[config.mk]
export PLATFORM = sky130hd
export DESIGN_NAME = register_bank
export DESIGN_NICKNAME = d
export VERILOG_FILES = /design/src/rtl/register_bank.sv
export SDC_FILE = /design/constraint.sdc
export NUM_CORES = 1
export LEC_CHECK = 0
export ABC_AREA = 0
export CAP_MARGIN = 20
export CORE_MARGIN = 1
export CORE_UTILIZATION = 35
export DETAILED_ROUTE_END_ITERATION = 10
export SLEW_MARGIN = 10
export SYNTH_ARGS = -nofsm -noshare
export SYNTH_HDL_FRONTEND = slang
export SYNTH_SLANG_ARGS = --single-unit
export TNS_END_PERCENT = 1
[constraint.sdc]
create_clock -name clk -period 2.6 [get_ports clk]
set_clock_uncertainty 0.1 [all_clocks]
set_input_delay 0.52 -clock clk [delete_from_list [all_inputs] [get_ports clk]]
set_output_delay 0.52 -clock clk [all_outputs]
set_load 0.02 [all_outputs]
[src/rtl/register_bank.sv]
// 16-entry register file: R0 hardwired to zero, two combinational read ports plus a debug port,
// one synchronous write port, stack pointer resets to SP_INIT.
module register_bank #(
    parameter int                 DATA_W  = 32,
    parameter int                 SP_IDX  = 15,
    parameter logic [DATA_W-1:0]  SP_INIT = 32'h0000_03FC
) (
    input  logic              clk,
    input  logic              rst_n,
    input  logic              wr_en,
    input  logic [3:0]        wr_addr,
    input  logic [DATA_W-1:0] wr_data,
    input  logic [3:0]        rd_addr1,
    input  logic [3:0]        rd_addr2,
    output logic [DATA_W-1:0] rd_data1,
    output logic [DATA_W-1:0] rd_data2,
    input  logic [3:0]        dbg_addr,
    output logic [DATA_W-1:0] dbg_data
);

    logic [DATA_W-1:0] regs [1:15];

    // R0 has no storage, so a write to index 0 simply finds no register to update
    always_ff @(posedge clk or negedge rst_n) begin
        if (!rst_n) begin
            for (int k = 1; k < 16; k++) begin
                regs[k] <= (k == SP_IDX) ? SP_INIT : '0;
            end
        end else if (wr_en && (wr_addr != 4'd0)) begin
            regs[wr_addr] <= wr_data;
        end
    end

    // Reads see stored state only; no bypass from wr_data avoids a loop through the datapath
    always_comb begin
        rd_data1 = '0;
        rd_data2 = '0;
        dbg_data = '0;
        if (rd_addr1 != 4'd0) rd_data1 = regs[rd_addr1];
        if (rd_addr2 != 4'd0) rd_data2 = regs[rd_addr2];
        if (dbg_addr != 4'd0) dbg_data = regs[dbg_addr];
    end

endmodule

**Yosys cells after proc, flatten, opt, wreduce, memory -nomap -nowiden**

Cells that the tools add are included.

- Magnitude comparators: 5
- Multiplexer cells: 15
- Bitwise operators: 4
- Reductions and logical operators: 6

Operators with widths:

| cell | number |
|---|---|
| 480-bit bitwise mux | 1 |
| 32-bit binary-select mux with 4-bit select | 3 |
| 32-bit 2-to-1 mux | 10 |
| 32-bit demux with 4-bit select | 1 |
| 5-bit greater-or-equal comparator, second input constant | 4 |
| 4-bit NOT with 5-bit output | 4 |
| 4-bit nonzero test | 4 |
| 5-bit by 1-bit less-than comparator with 1-bit output, second input constant | 1 |
| 1-bit logical AND | 2 |

- Register bits: 480
- Input port bits: 51
- Logic and storage cells: 45

**Logic depth before layout (Yosys ltp)**

Gate-level depths: netlist of the first run.

- Word-level depth: 6
- Mapped depth: 9
- Mapped depth without buffers: 4

**Least setup slack after synthesis of the first run**

Ideal clock, no wire load.

- Path type: input to output
- From: input port rd_addr2[1]
- To: output port rd_data2[13]
- Data arrival time: 2.068 ns
- Setup slack: -0.088 ns
- Stages: 5
- Buffers on the path: 3
- Cell sequence: buf_2 -> buf_2 -> clkbuf_1 -> mux4_2 -> mux4_2

- Word-level cells in the longest chain between the ends: 5
- Elaborated cells between the ends (all ways): 6

Ends and longest elaborated chain:

| element | RTL line | text |
|---|---|---|
| start, declared | 14 | `input logic [3:0] rd_addr2,` |
| 4-bit NOT with 5-bit output (not written as such) | 40 | `if (rd_addr2 != 4'd0) rd_data2 = regs[rd_addr2];` |
| 32-bit binary-select mux with 4-bit select | 40 |  |
| 32-bit 2-to-1 mux (not written as such) (2 in series) | 40 |  |
| 32-bit 2-to-1 mux (*) | 40 |  |
| end, declared | 16 | `output logic [DATA_W-1:0] rd_data2,` |

Every way passes the cells marked *; elsewhere a longest branch is shown, timed or not. The select of a mux whose other input is x is not followed.

**Worst setup path after layout of the first run**

- From: input port dbg_addr[3]
- To: output port dbg_data[0]

- Word-level cells in the longest chain between the ends: 5
- Elaborated cells between the ends (all ways): 6

Ends and longest elaborated chain:

| element | RTL line | text |
|---|---|---|
| start, declared | 17 | `input logic [3:0] dbg_addr,` |
| 4-bit NOT with 5-bit output (not written as such) | 41 | `if (dbg_addr != 4'd0) dbg_data = regs[dbg_addr];` |
| 32-bit binary-select mux with 4-bit select | 41 |  |
| 32-bit 2-to-1 mux (not written as such) (2 in series) | 41 |  |
| 32-bit 2-to-1 mux (*) | 41 |  |
| end, declared | 18 | `output logic [DATA_W-1:0] dbg_data` |

Marked as above.

==> flow_summary.yaml, run 1 <==
place:
  dp_hpwl_um: 71500
  gp_congestion: 0.882
  io_buffers: 146
global_route:
  grt_pass1_wl_um: 162000
  grt_pass1_vias: 24028
  track_usage: 0.250
  grt_start_max_net_pins: 78
  antenna_found_initial: 1
  grt.overflow.total: 0
setup_path:
  crit_arrival_ns: 2.34
  path_cells: "clkdlybuf4s15_2, clkinv_4, buf_12, buf_6, a221oi_2, buf_4, a21oi_4, o211ai_1, buf_4, buf_6"
  worst-path-max-fanout: 16
  crit_buf_inv: 7
  start_kind: "primary input"
  cp_slowest_cell: "o211ai_1"
  critPathKind: "primary input to output pin"
  critical_path.top_delay_family: "buffers and inverters"
  crit_required_ns: 1.98
  critPathMaxStageDelay_ns: 0.39
  end_kind: "output pin"
clocking:
  clk_path_buf_depth: 3
  cts_tree: "yes"
  clk_pin_slew_worst_paths_ns: 0.06
  cts_sinks: 480
  htreeDepth: 2
  root_buffer: "clkbuf_16"
  numCtsBuffers: 55
  insertion_delay_ns: 0.61
finish:
  diodes: 0
  drive_above_1_share: 0.568
  mostFrequentLayoutCells: "mux2_2, dfrtp_1, buf_4"
  final_common_cell: "mux2_2"
  largestRegisters: "regs x480"
  final_nets: 2653
  largest_reg_flops: 480
  multi_input_area_um2: 17400
  seqCellArea_um2: 12000
  top_register: "regs"
  n_fill_cell: 7589
  area_delta_synth_final_pct: 28.7
  fin_util: 0.455
detailed_routing:
  drtIter0Drc: 2002
  route.detailed.drc: 0
  wl_per_cell_um: 28.7
  routed_via_density: 6.08
  wl_met3_um: 7410
  firstDrtPassIters: 6
  wl_met2_um: 52500
  drt-total-wl_um: 109000
  drt-met1-wl_um: 45200
  top_layer_used: "met5"
  via_count: 23072
  antenna_left: 0
synthesis:
  yosysWarningCount: 0
  ys_seq_area_frac: 0.400
  ys_ff_latch: 480
  synth-async-reset-ratio: 1.00
  synthDistinctLibCells: 44
  syn_area_per_cell_um2: 13.4
  synth.net_count: 2288
  ys.flop_type: "dfrtp_1"
  synth_area_um2: 30100
  syn_inst: 2237
  synth_enable_flop_cells: 0
floorplan:
  die_area_um2: 87100
  initial_core_util: 0.353
  die_height_um: 295
  die_w_um: 295
  core-area_um2: 85100
  ios: 147
  fp-row-count: 107
hold_path:
  hp-class: "primary input to async pin"
timing:
  fin_crit_ns: 2.96
  final_max_slew_viol_count: 0
  setup_violations: 96
  fmax_ghz: 0.338
  slew_headroom: 0.547
  grt_setup_unrepaired: "true"
  min_period_over_period: 1.14
  fin_ws_ns: -0.358
  final_hold_viol_count: 0
  fin_setup_tns_ns: -14.40
  tightestPinTransition_ns: 0.678
power:
  irDropWorstVdd_mv: 0.467
  pwr-share-clk: 0.297
  power_frac_seq: 0.387
  finalPower_mw: 28.3
  switching_power_mw: 8.76
  p_comb_frac: 0.316
  p_int_mw: 19.6
  p_per_area_nw_per_um2: 732
  p_leak_nw: 16.3
  switching_share: 0.309
flow_run:
  max_cap_violations: 0
outcome:
  run_status: "complete, but fails checks"
  violations: "setup timing"
==> cell families (layout without fill, tap and decap cells) <==
logic type / Yosys count / after routing / share of synthesized area
AO/OA/AOI/OAI: 321 / 321 / 0.0821
buffers and inverters: 259 / 670 / 0.0412
flip-flops: 480 / 480 / 0.400
multiplexers: 981 / 981 / 0.443
AND/OR/NAND/NOR: 196 / 196 / 0.0343
==> cell usage after synthesis, types with 2 or more instances <==
library cell,number,share of area
a2111oi_0,21,0.0061
a211o_1,31,0.0090
a21oi_1,52,0.0087
a221o_1,11,0.0037
a221oi_1,30,0.0087
a22o_1,23,0.0067
a22oi_1,21,0.0052
a32oi_1,8,0.0023
and3_1,2,0.00042
and3b_1,31,0.0090
buf_1,7,0.00087
buf_12,2,0.0013
buf_2,98,0.016
buf_4,18,0.0045
buf_6,4,0.0015
clkbuf_1,105,0.013
dfrtp_1,472,0.39
dfstp_2,8,0.0070
inv_1,23,0.0029
mux2_1,18,0.0067
mux2_2,599,0.22
mux2i_1,146,0.049
mux4_2,218,0.16
nand2_1,66,0.0082
nand2b_1,9,0.0019
nand3_1,25,0.0042
nand3b_1,4,0.0010
nor2_1,34,0.0042
nor2b_1,17,0.0035
o211ai_1,23,0.0057
o21a_1,20,0.0050
o21ai_1,8,0.0013
o221ai_1,50,0.015
o22ai_1,21,0.0044
or3_1,3,0.00062
==> through the flow <==
| step | cell area, um2 | std cells | hold slack [ns] | setup slack, ns |
|---|---|---|---|---|
| finish | 38700 | 3792 | 0.321 | -0.358 |
| global route | 38700 | 3792 | 0.370 | -0.393 |
| CTS | 38500 | 3791 | 0.334 | -0.335 |
| detailed placement | 35700 | 3661 | 0.349 | -0.878 |
| global placement | 35700 | 3661 | 0.350 | -0.905 |
| floorplan | 30100 | 2237 | 0.124 | 0.000496 |
==> power groups by stage <==
stage | Combinational (mW) | Clock, mW | Sequential (mW)
after floorplan | 5.74 | 0 | 10.4
final | 8.95 | 8.40 | 11.0
after global routing | 9.49 | 8.81 | 11.2
after detailed placement | 8.65 | 0 | 11.0
after global placement | 8.49 | 0 | 10.8
after CTS | 8.84 | 8.53 | 10.9
==> worst paths after layout <==
path	startpoint	end	slack (ns)	cells past startpoint
max reg2reg	regs[384]	regs[384]	1.56	2
min	rst_n	regs[126]	0.32	2
min reg2reg	regs[371]	regs[371]	0.44	1
min in group clk	regs[371]	regs[371]	0.44	1
max in group asynchronous	rst_n	regs[8]	1.23	3
max	dbg_addr[3]	dbg_data[0]	-0.36	10
==> metal layers <==
layer / vias to the layer above / global-route usage
met4: 2 / 0.0886
met3: 250 / 0.0393
li1: 9568 / -
met2: 994 / 0.409
met1: 12258 / 0.336
met5: - / 0
==> timing repair <==
item                                   4_1_cts  5_1_grt
resized for setup                          475       44
endpoints found under the hold margin       31        0
hold buffers                                 1        0
pin swaps                                   33       17
setup endpoints to repair                   96       96
gates cloned                                12        0
setup buffers                               14        1
==> final cells by class <==
type | instances | area share
clock buffers | 83 | 0.0425
clock inverters | 20 | 0.00795
inverters | 23 | 0.00236
multi-input cells | 1498 | 0.450
flip-flops and latches | 480 | 0.311
well taps | 1144 | 0.0370
repair buffers | 544 | 0.150
Note: power is estimated with default switching activity, not from simulation.
==> run 2: changes to the inputs <==
ABC_AREA = default   (was 0)
CORE_MARGIN = default   (was 1)
CORE_UTILIZATION = 25   (was 35)
==> flow_summary.yaml, run 2 (synthesis gave the netlist of run 1 again) <==
outcome:
  run_status: "complete, but fails checks"
  violations: "setup timing"
power:
  irDropWorstVdd_mv: 0.588
  p_int_mw: 20.1
  p_per_area_nw_per_um2: 724
  pwr-share-clk: 0.290
  p_comb_frac: 0.339
  finalPower_mw: 29.2
  switching_power_mw: 9.07
  p_leak_nw: 16.8
  power_frac_seq: 0.371
  switching_share: 0.311
finish:
  largestRegisters: "regs x480"
  mostFrequentLayoutCells: "mux2_2, dfrtp_1, buf_4"
  fin_util: 0.339
  stdcell_area_um2: 40300
  final_common_cell: "mux2_2"
  largest_reg_flops: 480
  area_delta_synth_final_pct: 33.9
  final_nets: 2757
  top_register: "regs"
  n_fill_cell: 11626
  drive_above_1_share: 0.610
timing:
  tightestPinTransition_ns: 0.768
  hold_ws_ns: 0.385
  final_max_slew_viol_count: 0
  setup_violations: 95
  fin_setup_tns_ns: -19.48
  final_hold_viol_count: 0
  fin_crit_ns: 3.04
  min_period_over_period: 1.17
  fmax_ghz: 0.329
  grt_setup_unrepaired: "true"
  fin_ws_ns: -0.438
  slew_headroom: 0.487
floorplan:
  die_area_um2: 122000
  die_w_um: 349
  die_height_um: 349
  core-area_um2: 119000
  fp-row-count: 126
  initial_core_util: 0.253
  ios: 147
clocking:
  cts_sinks: 480
  root_buffer: "clkbuf_16"
  numCtsBuffers: 52
  cts_tree: "yes"
  clk_path_buf_depth: 3
  htreeDepth: 2
  clk_pin_slew_worst_paths_ns: 0.06
  insertion_delay_ns: 0.63
hold_path:
  hp-class: "primary input to async pin"
flow_run:
  max_cap_violations: 0
detailed_routing:
  via_count: 23028
  firstDrtPassIters: 7
  routed_via_density: 5.29
  drt-total-wl_um: 111000
  antenna_left: 0
  route.detailed.drc: 0
  wl_per_cell_um: 25.6
  drtIter0Drc: 1838
setup_path:
  critPathKind: "primary input to output pin"
  crit_required_ns: 1.98
  start_kind: "primary input"
  end_kind: "output pin"
  r2r_setup_slack_ns: 1.54
  crit_arrival_ns: 2.42
  worst-path-max-fanout: 22
global_route:
  grt_start_max_net_pins: 83
  grt_pass1_wl_um: 163000
  antenna_found_initial: 11
  grt_busiest_layer: "met2"
  grt_pass1_vias: 23487
  track_usage: 0.181
  grt.overflow.total: 0
  grt_use_met3: 0.0351
  met1_usage: 0.243
  use_met2: 0.290
place:
  gp_congestion: 0.863
  place_area_um2: 37300
  io_buffers: 146
  dp_hpwl_um: 78300
run 2: cell types whose count changed in the layout (fill, tap and decap cells not counted), moves of 16 or more:
| cell | previous run | this run |
|---|---|---|
| buf_2 | 49 | 26 |
| o221ai_1 | 29 | 10 |
| o221ai_2 | 18 | 37 |
| buf_6 | 34 | 60 |
| buf_12 | 73 | 92 |
| buf_4 | 296 | 412 |
| buf_16 | 19 | 3 |
run 2: stage by stage:
stage	setup WS, ns	cells
finish	-0.438	4351
global route	-0.474	4349
CTS	-0.447	4348
detailed placement	-1.03	4248
global placement	-1.04	4248
floorplan	0.000496	2237
run 2: worst max-delay path, stage by stage:
cell	delay (ns)
buf_16	0.18
buf_16	0.23
buf_12	0.18
mux4_2	0.52
nand2_1	0.09
nand2_1	0.05
a221o_1	0.41
buf_4	0.20
run 2: power by group through the flow:
stage | combinational [mW] | sequential [mW] | clock, mW
after floorplan | 5.74 | 10.4 | 0
after global placement | 9.35 | 10.8 | 0
after detailed placement | 9.47 | 10.8 | 0
after CTS | 9.74 | 10.7 | 8.65
after global routing | 10.5 | 11.1 | 8.94
final | 9.90 | 10.8 | 8.45
run 2: cell type report:
cell class                      instances  area (um2)  area share
Clock buffer                           70        1540      0.0383
Sequential cell                       480       12000       0.299
Tap cell                             1600        2000      0.0497
Inverter                               23        87.6     0.00218
Multi-Input combinational cell       1498       17700       0.440
Antenna cell                            3        7.51    0.000186
Clock inverter                         26         397     0.00985
Timing Repair Buffer                  651        6490       0.161
run 2: what timing repair did:
action                                 in CTS  in global routing
pin swaps                                  46                 28
setup buffers                               4                  0
hold buffers                                1                  0
endpoints found under the hold margin      29                  0
resized for setup                         412                 88
setup endpoints to repair                  96                 96
run 2: worst paths after layout:
kind / startpoint / endpoint / depth (start not counted)
max in group asynchronous: rst_n / regs[1] / 3
worst min register to register: regs[37] / regs[37] / 1
min in group clk: regs[37] / regs[37] / 1
worst min-delay path: rst_n / regs[40] / 2
worst max register to register: regs[378] / regs[378] / 2
worst max-delay path: dbg_addr[0] / dbg_data[21] / 8
run 2: per-layer routing:
layer  share of wire  up-vias  wire length (um)
met3           0.066      218              7370
met4           0.035       10              3940
met2            0.47      857             52000
met5         0.00063        -                70
li1                -     9792                 -
met1            0.43    12151             48000
